## config.mk

```make
export PLATFORM = sky130hd
export DESIGN_NAME = scanned_debounce_scheduler
export DESIGN_NICKNAME = d
export VERILOG_FILES = /design/src/rtl/scanned_debounce_scheduler.sv
export SDC_FILE = /design/constraint.sdc
export NUM_CORES = 1
export LEC_CHECK = 0
export BUFFER_PORTS_ARGS = -buffer_cell sky130_fd_sc_hd__buf_2
export CAP_MARGIN = 15
export CORE_MARGIN = 2
export CORE_UTILIZATION = 55
export DETAILED_ROUTE_END_ITERATION = 10
export GPL_ROUTABILITY_DRIVEN = 0
export PLACE_DENSITY = 0.88
export SKIP_CTS_REPAIR_TIMING = 1
export SLEW_MARGIN = 20
export SYNTH_ARGS = -nofsm -noshare
export SYNTH_HDL_FRONTEND = slang
export SYNTH_SLANG_ARGS = --single-unit
export TNS_END_PERCENT = 1
```

## constraint.sdc

```tcl
create_clock -name clk -period 2.95 [get_ports clk]
set_input_delay 0.295 -clock clk [delete_from_list [all_inputs] [get_ports clk]]
set_output_delay 0.295 -clock clk [all_outputs]
set_load 0.05 [all_outputs]
```

## src/rtl/scanned_debounce_scheduler.sv

```systemverilog
// rtl/scanned_debounce_scheduler.sv - shared, round-robin scanned debouncer for CHANNELS noisy pins
//
// One 2-FF synchronizer per channel feeds a single compare/count unit. A scan
// pointer visits one channel per enabled cycle. A channel's conditioned level
// flips after WAITTIME consecutive visits that disagree with it.
//
// Optional feature macro: DEBOUNCE_EVENT_PORT_EN (adds a valid/ready event port;
// the scanner stalls rather than dropping an event).
//
// Ports:
//   clk           system clock, all logic on posedge
//   reset_n       synchronous active-low reset
//   enable        scan enable (synchronizers always run)
//   noisysignal   raw asynchronous pins            [CHANNELS]
//   conditioned   debounced levels                 [CHANNELS]
//   positiveedge  one-cycle pulse on 0->1 commit   [CHANNELS]
//   negativeedge  one-cycle pulse on 1->0 commit   [CHANNELS]
//   scan_idx      channel visited this cycle       [$clog2(CHANNELS)]
//   event_valid / event_ready / event_chan / event_rising (macro only)

module scanned_debounce_scheduler #(
  parameter int CHANNELS     = 4,
  parameter int WAITTIME     = 3,
  parameter int COUNTERWIDTH = 3
) (
  input  logic                        clk,
  input  logic                        reset_n,
  input  logic                        enable,
  input  logic [CHANNELS-1:0]         noisysignal,
  output logic [CHANNELS-1:0]         conditioned,
  output logic [CHANNELS-1:0]         positiveedge,
  output logic [CHANNELS-1:0]         negativeedge,
  output logic [$clog2(CHANNELS)-1:0] scan_idx
`ifdef DEBOUNCE_EVENT_PORT_EN
  ,
  output logic                        event_valid,
  input  logic                        event_ready,
  output logic [$clog2(CHANNELS)-1:0] event_chan,
  output logic                        event_rising
`endif
);

  localparam int PW = $clog2(CHANNELS);
  localparam logic [COUNTERWIDTH-1:0] CNT_LAST = COUNTERWIDTH'(WAITTIME - 1);
  localparam logic [PW-1:0]           PTR_LAST = PW'(CHANNELS - 1);

  generate
    if (WAITTIME < 1 || WAITTIME > (2 ** COUNTERWIDTH) - 1) begin : g_bad_waittime
      $error("WAITTIME must be in 1..2**COUNTERWIDTH-1");
    end
    if (CHANNELS < 2 || CHANNELS > 16) begin : g_bad_channels
      $error("CHANNELS must be in 2..16");
    end
  endgenerate

  logic [CHANNELS-1:0]     sync0;
  logic [CHANNELS-1:0]     sync1;
  logic [COUNTERWIDTH-1:0] cnt [CHANNELS];
  logic [PW-1:0]           ptr;

  logic                    vis_sync;
  logic                    vis_cond;
  logic [COUNTERWIDTH-1:0] vis_cnt;
  logic                    mismatch;
  logic                    at_last;
  logic                    commit;
  logic                    stall;
  logic                    advance;

  assign vis_sync = sync1[ptr];
  assign vis_cond = conditioned[ptr];
  assign vis_cnt  = cnt[ptr];
  assign mismatch = vis_sync != vis_cond;
  assign at_last  = vis_cnt == CNT_LAST;
  assign commit   = enable && mismatch && at_last;

`ifdef DEBOUNCE_EVENT_PORT_EN
  // A commit with an unaccepted event pending would overwrite it, so the whole
  // scan freezes on that channel until the consumer takes the old event.
  assign stall = commit && event_valid && !event_ready;
`else
  assign stall = 1'b0;
`endif

  assign advance  = enable && !stall;
  assign scan_idx = ptr;

  always_ff @(posedge clk) begin
    if (!reset_n) begin
      sync0        <= '0;
      sync1        <= '0;
      ptr          <= '0;
      conditioned  <= '0;
      positiveedge <= '0;
      negativeedge <= '0;
      for (int i = 0; i < CHANNELS; i++) begin
        cnt[i] <= '0;
      end
    end else begin
      sync0        <= noisysignal;
      sync1        <= sync0;
      positiveedge <= '0;
      negativeedge <= '0;
      if (advance) begin
        ptr <= (ptr == PTR_LAST) ? '0 : ptr + 1'b1;
        if (!mismatch) begin
          // Any visit that agrees with the current level restarts the count.
          cnt[ptr] <= '0;
        end else if (!at_last) begin
          cnt[ptr] <= vis_cnt + 1'b1;
        end else begin
          cnt[ptr]         <= '0;
          conditioned[ptr] <= vis_sync;
          if (vis_sync) begin
            positiveedge[ptr] <= 1'b1;
          end else begin
            negativeedge[ptr] <= 1'b1;
          end
        end
      end
    end
  end

`ifdef DEBOUNCE_EVENT_PORT_EN
  always_ff @(posedge clk) begin
    if (!reset_n) begin
      event_valid  <= 1'b0;
      event_chan   <= '0;
      event_rising <= 1'b0;
    end else if (advance && commit) begin
      // Also covers accept-and-load in the same cycle: valid simply stays high.
      event_valid  <= 1'b1;
      event_chan   <= ptr;
      event_rising <= vis_sync;
    end else if (event_ready) begin
      event_valid <= 1'b0;
    end
  end
`endif

endmodule
```

==> metrics.md <==
| Metric | Value |
|---|---|
| Reg2Reg Setup Slack | `about 0.44 ns` |
| Worst slew pin tran | `0.332 ns` |
| Primary FF master, synth | `dfxtp_1` |
| Synth Instances | `roughly 120` |
| Slew HR | `slightly below 80%` |
| Psw | `between 0.2 and 0.25 mW` |
| Port buffer count | `20` |
| Pwr dens | `~530 nW/um2` |
| WS Path Type | `reg2reg` |
| Fraction of layout instances using a drive strength above 1 | `a little under a quarter` |
| Routed Wire Length | `between 2 and 3 mm` |
| Largest net degree at the start of global routing | `22` |
| CP required | `roughly 3.1 ns` |
| Fin Setup TNS | `0 ns` |
| Met1 Use GR | `20.9%` |
| Routed vias/inst | `between 5 and 6` |
| Placed Cells incl. Taps | `between 150 and 200` |
| Met2 GRT Util | `29.4%` |
| Final non-filler cell total | `~170` |
| DRT iter0 DRCs | `37` |
| Number of global-route vias before repair | `916` |
| Post-route antenna net violation count | `0` |
| Flop pwr share | `61.1%` |
| # Max-Cap Violations | `0` |
| Initial antenna violation count | `0` |
| Async SR Flop Fraction | `0%` |
| Fill count | `slightly below 200` |
| Worst ir drop on vdd | `~0.44 mV` |
| Status | `completed` |
| Simple-Gate Fraction of Synth Area | `19.5%` |
| Initial core utilization | `between 50% and 60%` |
| First-pass GRT wire length | `approximately 4.2 mm` |
| Layer with the highest usage | `met2` |
| # diodes | `0` |
| Critical Path Max Stage Delay | `roughly 0.61 ns` |
| GRT overflow | `0` |
| EDFF count, synth | `12` |
| Root Buffer | `clkbuf_4` |
| CP max stage cell | `mux4_2` |
| Hold Fails Final Rpt | `0` |
| Mux share of post-synthesis cell area | `9.71%` |
| Layout Nets | `~160` |
| CTS tree | `done` |
| Avg Inst Size Synth | `between 10 and 15 um2` |
| F_max | `398 MHz` |
| Distinct cells, synth | `26` |
| XOR/XNOR share of the synthesized area | `0%` |
| Synth warn | `0` |
| Crit path DAT | `2.69 ns` |
| Grt met3 use | `under 10%` |
| Sequential Area | `around 840 um2` |
| Crit path launch type | `flip-flop` |
| CP cell instances | `mux4_2, ha_1, nand3b_1, o21bai_2, nor3_1` |
| CTS Buf Count | `5` |
| Total GRT Usage | `18.0%` |
| Htree depth | `2` |
| CTS Buffer Depth | `2` |
| Final setup fails | `0` |
| Die area | `3150 um2` |
| Crit. End Element | `flip-flop` |
| Crit Path Max Fanout | `10` |
| Clk_lat worst skew | `between 0.3 and 0.4 ns` |
| Mapped Nets | `133` |
| Multi-input gate area | `between 600 and 700 um2` |
| Detail Placement HPWL | `about 1.9 mm` |
| Tmin final | `2.51 ns` |
| Main combinational cell family by area after synthesis | `simple AND/OR/NAND/NOR gates` |
| Mapped cell area | `about 1500 um2` |
| Area growth from synthesis to layout | `11.0%` |
| # rows | `18` |
| Hold WC Path Type | `in2reg` |
| Post-route DRC | `0` |
| Via count | `just over 1,000` |
| Synthesis-stage register bit count | `36` |
| Compound-gate portion of the synthesized area | `under 10%` |
| RSZ-0062 raised after global routing | `no` |
| Final period util | `85.2%` |
| Drt wl/cell | `roughly 15 um` |
| Leak pwr | `approximately 0.67 nW` |
| CTS sink cnt | `36` |
| Worst-path clk slew | `0.11 ns` |
| Final Slew Violations | `0` |
| Core Area | `2520 um2` |
| Clock skew | `0.0186 ns` |
| Adder-cell area share of the yosys netlist | `a little under 6%` |
| Pint | `between 0.6 and 0.7 mW` |
| Die Span X | `roughly 56 um` |
| Power share of the clock group | `roughly 28%` |
| Chip height | `between 50 and 60 um` |
| I/O Pins | `21` |
| Net Sw Frac | `roughly 26%` |
| Combinational share of power | `a little over a tenth` |
| Register area share after synthesis | `around 56%` |
| DRT Pass-1 Iters | `4` |
area by class of cell:
type | count | share of cell area, %
sequential | 36 | 50.6
tap | 30 | 2.26
clock buffer | 7 | 2.71
multi-input combinational | 74 | 36.9
inverter | 5 | 1.13
timing repair buffer | 20 | 6.03
clock inverter | 1 | 0.301
worst max-delay path, delay by kind of cell (launching register included):
| kind | cells | cell delay [ns] |
|---|---|---|
| multiplexers | 1 | 0.61 |
| AO/OA/AOI/OAI | 1 | 0.35 |
| adder cells (fa/ha/maj) | 1 | 0.32 |
| flip-flops | 1 | 0.52 |
| AND/OR/NAND/NOR | 2 | 0.55 |
per-layer routing:
metal	vias up	wire length (um)
li1	478	-
met1	465	1040
met2	54	1250
met3	10	224
met4	0	67
met5	-	0
final timing paths:
check / from / to / depth (start not counted)
min reg2reg: sync0[0] / sync1[0] / 1
min: noisysignal[3] / sync0[3] / 2
max: scan_idx[0] / cnt[2][1] / 5
max reg2reg: scan_idx[0] / cnt[2][1] / 5
sequential cells by signal, summed over array words and instances, names as in the netlist, named ones only:
name and cells:
cnt 12, sync0 4, conditioned 4, positiveedge 4, sync1 4, scan_idx 2
negativeedge 4
power groups by stage:
stage	combinational (mW)	clock [mW]	sequential, mW
global route	0.106	0.275	0.542
CTS	0.0956	0.256	0.540
global placement	0.0922	0	0.550
floorplan	0.0680	0	0.556
detailed placement	0.0948	0	0.552
finish	0.0960	0.248	0.540
stage by stage:
step	total power, mW	hold WS (ns)	utilization (%)	setup slack (ns)	area, um2
6_report	0.884	0.159	65.8	0.438	1660
5_1_grt	0.923	0.142	65.8	0.264	1660
4_1_cts	0.891	0.149	65.8	0.451	1660
3_5_place_dp	0.647	0.420	63.8	0.467	1610
3_3_place_gp	0.642	0.415	63.8	0.614	1610
2_1_floorplan	0.624	0.412	-	0.363	1500
cells by family after synthesis:
kind of cell	Yosys count
flops	36
compound gates	10
simple gates	50
buf+inv	9
fa+ha+maj	7
mux	7
synth_stat cells (all sizes together), types with 2 or more instances:
cell type,n,area (um2)
and2,16,100
o311ai,4,35.0
edfxtp,12,360
nand2,10,37.5
ha,7,87.6
nand2b,2,12.5
or3,3,18.8
inv,5,18.8
clkbuf,3,11.3
mux4,5,120
o41ai,4,35.0
nor3,9,45.0
dfxtp,24,480
nor2,4,15.0
cells in the final DEF (no fill, tap or decap):
cell type and instances:
nor4b_2 1, o21a_1 1, o41ai_1 4, ha_1 7, mux4_2 3, clkbuf_4 5, nor2b_1 1, and2_1 16
nor3b_1 1, o311ai_1 4, inv_1 5, mux2i_1 1, nand3b_1 1, nand2_1 10, dfxtp_1 24, nor3_1 9
edfxtp_1 12, buf_2 20, nor2_1 4, o21bai_2 1, mux2_4 1, nand3_1 1, mux4_1 2, nand2b_1 2
clkinv_2 1, or3_1 3, clkbuf_1 2, nor4_4 1
No activity file was read; power rests on OpenSTA's default activity.
